### src/rtl/fpu_op_sequencer_if.sv
// rtl/fpu_op_sequencer_if.sv - operand-entry / FPU-core handshake bundle for fpu_op_sequencer
interface fpu_op_sequencer_if;
    logic        clr;
    logic        save;
    logic [7:0]  datain;
    logic        core_done;
    logic [31:0] core_result;
    logic [31:0] op_a;
    logic [31:0] op_b;
    logic        core_start;
    logic [31:0] result;
    logic        result_valid;
    logic        error;
    logic [2:0]  state_code;
    logic [1:0]  byte_idx;

    modport master (
        output clr, save, datain, core_done, core_result,
        input  op_a, op_b, core_start, result, result_valid, error, state_code, byte_idx
    );

    modport slave (
        input  clr, save, datain, core_done, core_result,
        output op_a, op_b, core_start, result, result_valid, error, state_code, byte_idx
    );
endinterface

### src/rtl/fpu_op_sequencer.sv
// rtl/fpu_op_sequencer.sv - byte-wise operand loader that launches an FPU core and captures its result
module fpu_op_sequencer #(
    parameter int TIMEOUT = 1024
) (
    input  logic                 clk_i,
    input  logic                 rst_ni,
    fpu_op_sequencer_if.slave    bus
);
    localparam int CW = (TIMEOUT > 1) ? $clog2(TIMEOUT) : 1;
    localparam logic [CW-1:0] CNT_LAST = CW'(TIMEOUT - 1);

    typedef enum logic [2:0] {
        S_LOAD_A = 3'd0,
        S_LOAD_B = 3'd1,
        S_START  = 3'd2,
        S_WAIT   = 3'd3,
        S_DONE   = 3'd4,
        S_ERR    = 3'd5
    } state_e;

    state_e        state_q, state_d;
    logic [1:0]    byte_idx_q, byte_idx_d;
    logic [31:0]   op_a_q, op_a_d;
    logic [31:0]   op_b_q, op_b_d;
    logic [31:0]   result_q, result_d;
    logic          valid_q, valid_d;
    logic          error_q, error_d;
    logic [CW-1:0] cnt_q, cnt_d;
    logic          sync1_q, sync2_q, edge_q;
    logic          commit;

    // save is a raw button level: two flops for metastability, one for edge detect
    assign commit = sync2_q & ~edge_q;

    always_ff @(posedge clk_i or negedge rst_ni) begin
        if (!rst_ni) begin
            state_q    <= S_LOAD_A;
            byte_idx_q <= '0;
            op_a_q     <= '0;
            op_b_q     <= '0;
            result_q   <= '0;
            valid_q    <= 1'b0;
            error_q    <= 1'b0;
            cnt_q      <= '0;
            sync1_q    <= 1'b0;
            sync2_q    <= 1'b0;
            edge_q     <= 1'b0;
        end else begin
            state_q    <= state_d;
            byte_idx_q <= byte_idx_d;
            op_a_q     <= op_a_d;
            op_b_q     <= op_b_d;
            result_q   <= result_d;
            valid_q    <= valid_d;
            error_q    <= error_d;
            cnt_q      <= cnt_d;
            sync1_q    <= bus.save;
            sync2_q    <= sync1_q;
            edge_q     <= sync2_q;
        end
    end

    always_comb begin
        state_d    = state_q;
        byte_idx_d = byte_idx_q;
        op_a_d     = op_a_q;
        op_b_d     = op_b_q;
        result_d   = result_q;
        valid_d    = valid_q;
        error_d    = error_q;
        cnt_d      = cnt_q;
        if (bus.clr) begin
            // abort keeps the last displayed result but drops its valid flag
            state_d    = S_LOAD_A;
            byte_idx_d = '0;
            op_a_d     = '0;
            op_b_d     = '0;
            error_d    = 1'b0;
            valid_d    = 1'b0;
        end else begin
            unique case (state_q)
                S_LOAD_A, S_LOAD_B: begin
                    if (commit) begin
                        if (state_q == S_LOAD_A) op_a_d[{byte_idx_q, 3'b000} +: 8] = bus.datain;
                        else                     op_b_d[{byte_idx_q, 3'b000} +: 8] = bus.datain;
                        byte_idx_d = byte_idx_q + 2'd1;
                        if (byte_idx_q == 2'd3) state_d = (state_q == S_LOAD_A) ? S_LOAD_B : S_START;
                    end
                end
                S_START: begin
                    cnt_d   = '0;
                    valid_d = 1'b0;
                    state_d = S_WAIT;
                end
                S_WAIT: begin
                    // a result arriving on the last allowed cycle still counts as success
                    if (bus.core_done) begin
                        result_d = bus.core_result;
                        valid_d  = 1'b1;
                        state_d  = S_DONE;
                    end else if (cnt_q == CNT_LAST) begin
                        error_d = 1'b1;
                        state_d = S_ERR;
                    end else begin
                        cnt_d = cnt_q + CW'(1);
                    end
                end
                S_DONE, S_ERR: begin
                    if (commit) begin
                        state_d    = S_LOAD_A;
                        error_d    = 1'b0;
                        byte_idx_d = '0;
                    end
                end
                default: state_d = S_LOAD_A;
            endcase
        end
    end

    assign bus.op_a         = op_a_q;
    assign bus.op_b         = op_b_q;
    assign bus.core_start   = (state_q == S_START);
    assign bus.result       = result_q;
    assign bus.result_valid = valid_q;
    assign bus.error        = error_q;
    assign bus.state_code   = state_q;
    assign bus.byte_idx     = byte_idx_q;
endmodule
### src/flat_wrapper.sv
// flat-port wrapper written by rule: the top's interface ports become plain ports
module fpu_op_sequencer_flat 
#(
    parameter int TIMEOUT = 1024
)
  (clk_i, rst_ni, bus_clr, bus_save, bus_datain, bus_core_done, bus_core_result, bus_op_a, bus_op_b, bus_core_start, bus_result, bus_result_valid, bus_error, bus_state_code, bus_byte_idx);
  fpu_op_sequencer_if bus_i ();
  input  logic clk_i;
  input  logic rst_ni;
  input wire logic [$bits(bus_i.clr)-1:0] bus_clr;
  input wire logic [$bits(bus_i.save)-1:0] bus_save;
  input wire logic [$bits(bus_i.datain)-1:0] bus_datain;
  input wire logic [$bits(bus_i.core_done)-1:0] bus_core_done;
  input wire logic [$bits(bus_i.core_result)-1:0] bus_core_result;
  output wire logic [$bits(bus_i.op_a)-1:0] bus_op_a;
  output wire logic [$bits(bus_i.op_b)-1:0] bus_op_b;
  output wire logic [$bits(bus_i.core_start)-1:0] bus_core_start;
  output wire logic [$bits(bus_i.result)-1:0] bus_result;
  output wire logic [$bits(bus_i.result_valid)-1:0] bus_result_valid;
  output wire logic [$bits(bus_i.error)-1:0] bus_error;
  output wire logic [$bits(bus_i.state_code)-1:0] bus_state_code;
  output wire logic [$bits(bus_i.byte_idx)-1:0] bus_byte_idx;
  assign bus_i.clr = bus_clr;
  assign bus_i.save = bus_save;
  assign bus_i.datain = bus_datain;
  assign bus_i.core_done = bus_core_done;
  assign bus_i.core_result = bus_core_result;
  assign bus_op_a = bus_i.op_a;
  assign bus_op_b = bus_i.op_b;
  assign bus_core_start = bus_i.core_start;
  assign bus_result = bus_i.result;
  assign bus_result_valid = bus_i.result_valid;
  assign bus_error = bus_i.error;
  assign bus_state_code = bus_i.state_code;
  assign bus_byte_idx = bus_i.byte_idx;
  fpu_op_sequencer #(.TIMEOUT(TIMEOUT)) u_core (.clk_i(clk_i), .rst_ni(rst_ni), .bus(bus_i));
endmodule
### config.mk
export PLATFORM = sky130hd
export DESIGN_NAME = fpu_op_sequencer_flat
export DESIGN_NICKNAME = d
export VERILOG_FILES = /design/src/rtl/fpu_op_sequencer_if.sv /design/src/rtl/fpu_op_sequencer.sv /design/src/flat_wrapper.sv
export SDC_FILE = /design/constraint.sdc
export NUM_CORES = 1
export LEC_CHECK = 0
export ABC_AREA = 1
export CAP_MARGIN = 20
export CORE_ASPECT_RATIO = 0.7
export CORE_MARGIN = 5
export CORE_UTILIZATION = 25
export DETAILED_ROUTE_END_ITERATION = 8
export PLACE_DENSITY_LB_ADDON = 0.25
export RECOVER_POWER = 50
export SETUP_SLACK_MARGIN = 0.05
export SYNTH_ARGS = -nofsm -noshare
export SYNTH_HDL_FRONTEND = slang
export SYNTH_SLANG_ARGS = --single-unit
### constraint.sdc
create_clock -name clk_i -period 4.9 [get_ports clk_i]
set_clock_uncertainty 0.1 [all_clocks]
set_input_delay 1.47 -clock clk_i [delete_from_list [all_inputs] [get_ports clk_i]]
set_output_delay 1.47 -clock clk_i [all_outputs]
set_load 0.05 [all_outputs]
==> reports/metrics.yaml, run 1 <==
power_and_ir_drop:
  power_leakage_nw: 3.69
  peakVddDrop_mv: 0.243
  powerDensity_nw_per_um2: 425
worst_setup_path:
  worstPathArrival_ns: 4.28
  path_class: "in -> reg"
  cp_max_fo: 19
  critPathLaunchType: "input port"
  worstPathRequired_ns: 5.14
  cp-end-kind: "register"
grt:
  gr-total-overflow: 0
  grt_first_pass_wirelength_um: 25100
  antenna_found_initial: 0
  grt_max_degree: 82
  grt_pass1_vias: 4352
  track_usage: 0.131
sta:
  setup_violations: 0
  relSlewSlack: -0.418
  rsz0062_at_grt: "false"
  tightestPinTransition_ns: 2.13
  drv_slew: 36
  period_share: 0.824
  hold_ws_ns: 0.257
  timing.final.crit_period_ns: 4.04
  final_hold_viol_count: 0
  setup_tns_ns: 0
  max_freq_ghz: 0.248
cells_and_area:
  n_antenna_cell: 0
  finalNetCount: 831
  syn_to_final_growth_pct: 42.8
  final_util: 0.365
  final_layout_size_suffix_gt1_frac: 0.0758
clock_tree:
  clk_pin_slew_ns: 0.05
  clock_path_buffers: 2
  clock_sinks: 116
  clkLatencyLatePin_ns: 0.41
  cts_resized: 0
  cts_setup_buffers: 0
  ctsHoldBuffers: 0
  cts_buffers: 17
  cts_tree: "yes"
  htreeDepth: 4
  cts-root-buf: "clkbuf_16"
floorplanning:
  boundaryPins: 149
  core_area_sq_um: 20900
  dieWidth_um: 185
  start_util: 0.256
  die-area_sq_um: 24400
  die_h_um: 132
  core.rowCount: 44
yosys:
  netlist_area_sq_um: 5330
  synth_ff_type: "dfrtp_1"
  synth_seq_cells: 116
  yosysUniqueCellTypes: 32
  synth_top_area_share: 0.544
  synth_most_common_cell: "nand2_1"
  netlist_top_cells_count: "nand2_1, dfrtp_1, inv_1, nand3_1, o21ai_0"
  synth_top_area_cell: "dfrtp_1"
  synthCells: 629
  async_flop_share: 1.00
  synth_area_leaders: "dfrtp_1, nand2_1, nand3_1"
  synth-seq-area-share: 0.544
  synth-edff-count: 0
  ys_warn_count: 0
  syn_area_per_cell_sq_um: 8.48
  syn_nets: 680
status:
  violations: "capacitance limit, slew limit"
  outcome: "finished, violations left"
job:
  max_cap_viol_count: 1
detailed_routing:
  viasPerCell: 4.31
  vias: 4602
  route.detailed.drc: 0
  ant_nets: 0
  wl_um: 15900
  drtPass1Iterations: 5
  dr.first_iter.drc_count: 249
  wl_per_cell_um: 14.9
placed_design:
  gp_congestion: 0.807
  dpl.hpwl_um: 11800
  portBuffers: 148
min_path:
  min_path_type: "reg -> reg"
## final cells by class
class / count / area, sq um
clock buffers: 24 / 502
flip-flops and latches: 116 / 2900
multi-input cells: 429 / 1990
clock inverters: 7 / 119
repair buffers: 150 / 1500
inverters: 66 / 250
fillers: 2144 / 13300
well taps: 276 / 345
## critical path: stages
cell and delay, ns:
dlygate4sd3_1 0.63, inv_1 0.26, o21ai_1 0.83, inv_4 0.30
nor2_1 0.48, nand2_1 0.19, nand2_1 0.10
## cells by family after synthesis
kind of cell / Yosys count / synth area share
adder cells (fa/ha/maj): 6 / 0.0141
buffers and inverters: 84 / 0.0734
AND/OR/NAND/NOR: 345 / 0.282
XOR/XNOR: 1 / 0.00164
AO/OA/AOI/OAI: 77 / 0.0842
flip-flops: 116 / 0.544
## through the flow
stage	setup slack, ns	instance area (sq um)	power [mW]	cells
after detailed placement	1.23	7040	1.96	1037
after global placement	1.28	7040	1.96	1037
after global routing	0.617	7610	3.38	1068
after floorplan	1.99	5330	1.66	629
final	0.860	7610	3.24	1068
after CTS	1.16	7660	3.28	1068
## flip-flops by register name (all words and copies together), names as in the netlist
signal                   cells
u_core.bus.op_a             32
u_core.cnt_q                10
u_core.bus.result           32
u_core.bus.op_b             32
u_core.bus.state_code        3
u_core.bus.byte_idx          2
u_core.bus.error             1
u_core.edge_q                1
u_core.bus.result_valid      1
u_core.sync2_q               1
u_core.sync1_q               1
## final timing paths
path,slack (ns),cells past startpoint,startpoint,end
worst min-delay path,0.26,0,u_core.sync1_q$_DFF_PN0_,u_core.sync2_q$_DFF_PN0_
min in group asynchronous,1.57,1,rst_ni,u_core.bus.op_b[4]$_DFFE_PN0P_
worst max register to register,1.95,7,u_core.bus.state_code[1]$_DFFE_PN0P_,u_core.bus.op_b[3]$_DFFE_PN0P_
max in group asynchronous,1.85,2,rst_ni,u_core.bus.op_b[18]$_DFFE_PN0P_
worst min register to register,0.26,0,u_core.sync1_q$_DFF_PN0_,u_core.sync2_q$_DFF_PN0_
worst max-delay path,0.86,7,bus_clr,u_core.bus.op_b[3]$_DFFE_PN0P_
## power by group
| group | switching [mW] | internal, mW |
|---|---|---|
| Combinational | 0.559 | 0.247 |
| Sequential | 0.0693 | 1.05 |
| Clock | 0.442 | 0.866 |
| Total | 1.07 | 2.17 |
## cell usage in the layout (no fill, tap or decap), drive strengths merged
cell           count
a21oi              1
buf                2
bufinv             3
clkbuf            25
clkdlybuf4s50    145
clkinv             1
clkinvlp           2
dfrtp            116
dlygate4sd3        2
ha                 6
inv               67
nand2            229
nand3             56
nand3b             2
nand4              2
nor2              38
nor3              13
nor3b              3
o21ai             72
o21bai             3
o32ai              1
or2                2
xor2               1
## layer usage
metal  global-route usage  up-vias  share of wire
met4               0.0357        0         0.0072
met1                0.210     2127           0.53
met5                    0        -              0
li1                     -     2304              -
met3               0.0436       10          0.086
met2                0.162      161           0.38
Note: power is estimated with default switching activity, not from simulation.
==> inputs of run 2 (changes only) <==
==> constraint.sdc (replaced) <==
create_clock -name clk_i -period 3.5 [get_ports clk_i]
set_clock_uncertainty 0.1 [all_clocks]
set_input_delay 1.05 -clock clk_i [delete_from_list [all_inputs] [get_ports clk_i]]
set_output_delay 1.05 -clock clk_i [all_outputs]
set_load 0.05 [all_outputs]
==> run 2 against run 1 <==
Against the previous run:
- the run now ends clean
- cell count rose by 0.28%
- via count did not move
- sequential cell count did not move
- total power rose by 35%
- clock power rose by 27%
- critical path type unchanged
==> reports/metrics.yaml, run 2 (synthesis results as in run 1) <==
status:
  outcome: "completed"  # was finished, violations left
detailed_routing:
  route.detailed.drc: 0  # unchanged
  viasPerCell: 4.30  # was 4.31
  top_layer: "met4"  # unchanged
  vias: 4602  # unchanged
  drtPass1Iterations: 5  # unchanged
  drt-met1-wl_um: 8510  # was 8450 um
  dr.first_iter.drc_count: 406  # was 249
  ant_nets: 0  # unchanged
  wl_met3_um: 1190  # was 1370 um
  wl_per_cell_um: 14.8  # was 14.9 um
  wl_um: 15800  # was 15900 um
  wl_met2_um: 5970  # was 6010 um
placed_design:
  portBuffers: 148  # unchanged
  gp_congestion: 0.799  # was 0.807
  dpl.hpwl_um: 11700  # was 11800 um
  placed_area_sq_um: 7070  # was 7040 sq um
  post-place-cells: 1039  # was 1037
sta:
  rsz0062_at_grt: "false"  # unchanged
  relSlewSlack: 0.0640  # was -0.418
  period_share: 0.886
  setup_violations: 0  # unchanged
  max_freq_ghz: 0.322
  tightestPinTransition_ns: 1.40  # was 2.13 ns
  setup_tns_ns: 0  # unchanged
  final_hold_viol_count: 0  # unchanged
  drv_slew: 0  # was 36
  hold_ws_ns: 0.252  # was 0.257 ns
  timing.final.crit_period_ns: 3.10
cells_and_area:
  fillers: 2173  # was 2144
  mostFrequentLayoutCells: "nand2_1, clkdlybuf4s50_1, dfrtp_1, o21ai_0, inv_1"  # was nand2_1, clkdlybuf4s50_1, dfrtp_1, inv_1, nand3_1
  n_antenna_cell: 0  # unchanged
  final_layout_size_suffix_gt1_frac: 0.0868  # was 0.0758
  finalNetCount: 833  # was 831
  syn_to_final_growth_pct: 42.6  # was 42.8%
  register_area_sq_um: 2900  # unchanged
  final_area_sq_um: 7610  # about the same
  final_common_cell: "nand2_1"  # unchanged
  multi_input_area_sq_um: 2020  # was 1990 sq um
  layout.cells.non_filler: 1071  # was 1068
worst_setup_path:
  worstPathRequired_ns: 3.75  # was 5.14 ns
  reg2reg_slack_ns: 1.14  # was 1.95 ns
  cp_max_fo: 16  # was 19
  critPathLaunchType: "input port"  # unchanged
  path_class: "in -> reg"  # unchanged
  cp-end-kind: "register"  # unchanged
  r2r_cells: 6  # was 7
  worstPathArrival_ns: 3.35  # was 4.28 ns
floorplanning:
  core_area_sq_um: 20900  # unchanged
  die_h_um: 132  # unchanged
  boundaryPins: 149  # unchanged
  die-area_sq_um: 24400  # unchanged
  core.rowCount: 44  # unchanged
  dieWidth_um: 185  # unchanged
  start_util: 0.256  # unchanged
clock_tree:
  htreeDepth: 4  # unchanged
  clkLatencyLatePin_ns: 0.41  # about the same
  cts_buffers: 17  # unchanged
  clk_pin_slew_ns: 0.06  # was 0.05 ns
  clock_sinks: 116  # unchanged
  clock_path_buffers: 2  # unchanged
  cts_tree: "yes"  # unchanged
  cts-root-buf: "clkbuf_16"  # unchanged
grt:
  gr-total-overflow: 0  # unchanged
  track_usage: 0.129  # was 0.131
  grt_pass1_vias: 4307  # was 4352
  grt_max_degree: 67  # was 82
  grt_first_pass_wirelength_um: 24700  # was 25100 um
  antenna_found_initial: 0  # unchanged
power_and_ir_drop:
  peakVddDrop_mv: 0.328  # was 0.243 mV
  powerDensity_nw_per_um2: 575  # was 425 nW/um^2
  power_leakage_nw: 3.69  # about the same
min_path:
  min_path_type: "reg -> reg"  # unchanged
  holdPathStages: 0  # unchanged
job:
  max_cap_viol_count: 0  # was 1
-- run 2: final timing paths --
check / end / start
worst max-delay path: u_core.bus.op_a[28]$_DFFE_PN0P_ / bus_clr
worst min-delay path: u_core.sync2_q$_DFF_PN0_ / u_core.sync1_q$_DFF_PN0_
worst max register to register: u_core.cnt_q[9]$_DFFE_PN0P_ / u_core.cnt_q[0]$_DFFE_PN0P_
worst min register to register: u_core.sync2_q$_DFF_PN0_ / u_core.sync1_q$_DFF_PN0_
max in group asynchronous: u_core.sync1_q$_DFF_PN0_ / rst_ni
min in group asynchronous: u_core.bus.result[8]$_DFFE_PN0P_ / rst_ni
-- run 2: report_power, final --
part / internal, mW / total (mW) / leakage, nW / switching [mW]
clock network: 1.03 / 1.67 / 0.271 / 0.637
logic: 0.347 / 1.13 / 1.82 / 0.788
registers: 1.48 / 1.57 / 1.60 / 0.0952
-- run 2: critical path, cell delays in order --
cell           delay (ns)
dlygate4sd3_1        0.62
inv_1                0.44
nand2_1              0.19
o21ai_2              0.12
clkbuf_1             0.57
nor2_8               0.09
inv_2                0.16
nand2_1              0.07
nand2_1              0.05
-- run 2: metrics by stage --
step                setup slack, ns  total power, mW   util
floorplan                      1.01             2.32      -
global placement              0.590             2.75  0.339
detailed placement            0.544             2.75  0.339
CTS                           0.149             4.46  0.366
global route                  0.258             4.60  0.365
finish                        0.397             4.37  0.365
-- run 2: area by class of cell --
| type | instances | area share |
|---|---|---|
| Tap cell | 276 | 0.0454 |
| Timing Repair Buffer | 152 | 0.199 |
| Sequential cell | 116 | 0.382 |
| Clock buffer | 21 | 0.0619 |
| Multi-Input combinational cell | 429 | 0.266 |
| Inverter | 66 | 0.0329 |
| Clock inverter | 11 | 0.0133 |
-- run 2: timing repair --
action	CTS	global route
buffers inserted	0	0
setup endpoints to repair	0	1
hold buffers	0	0
resized for setup	0	1
-- run 2: metal layers --
metal | vias up | GRT usage
met1 | 2127 | 0.210
li1 | 2309 | -
met4 | 0 | 0.0341
met3 | 11 | 0.0414
met2 | 155 | 0.157
met5 | - | 0
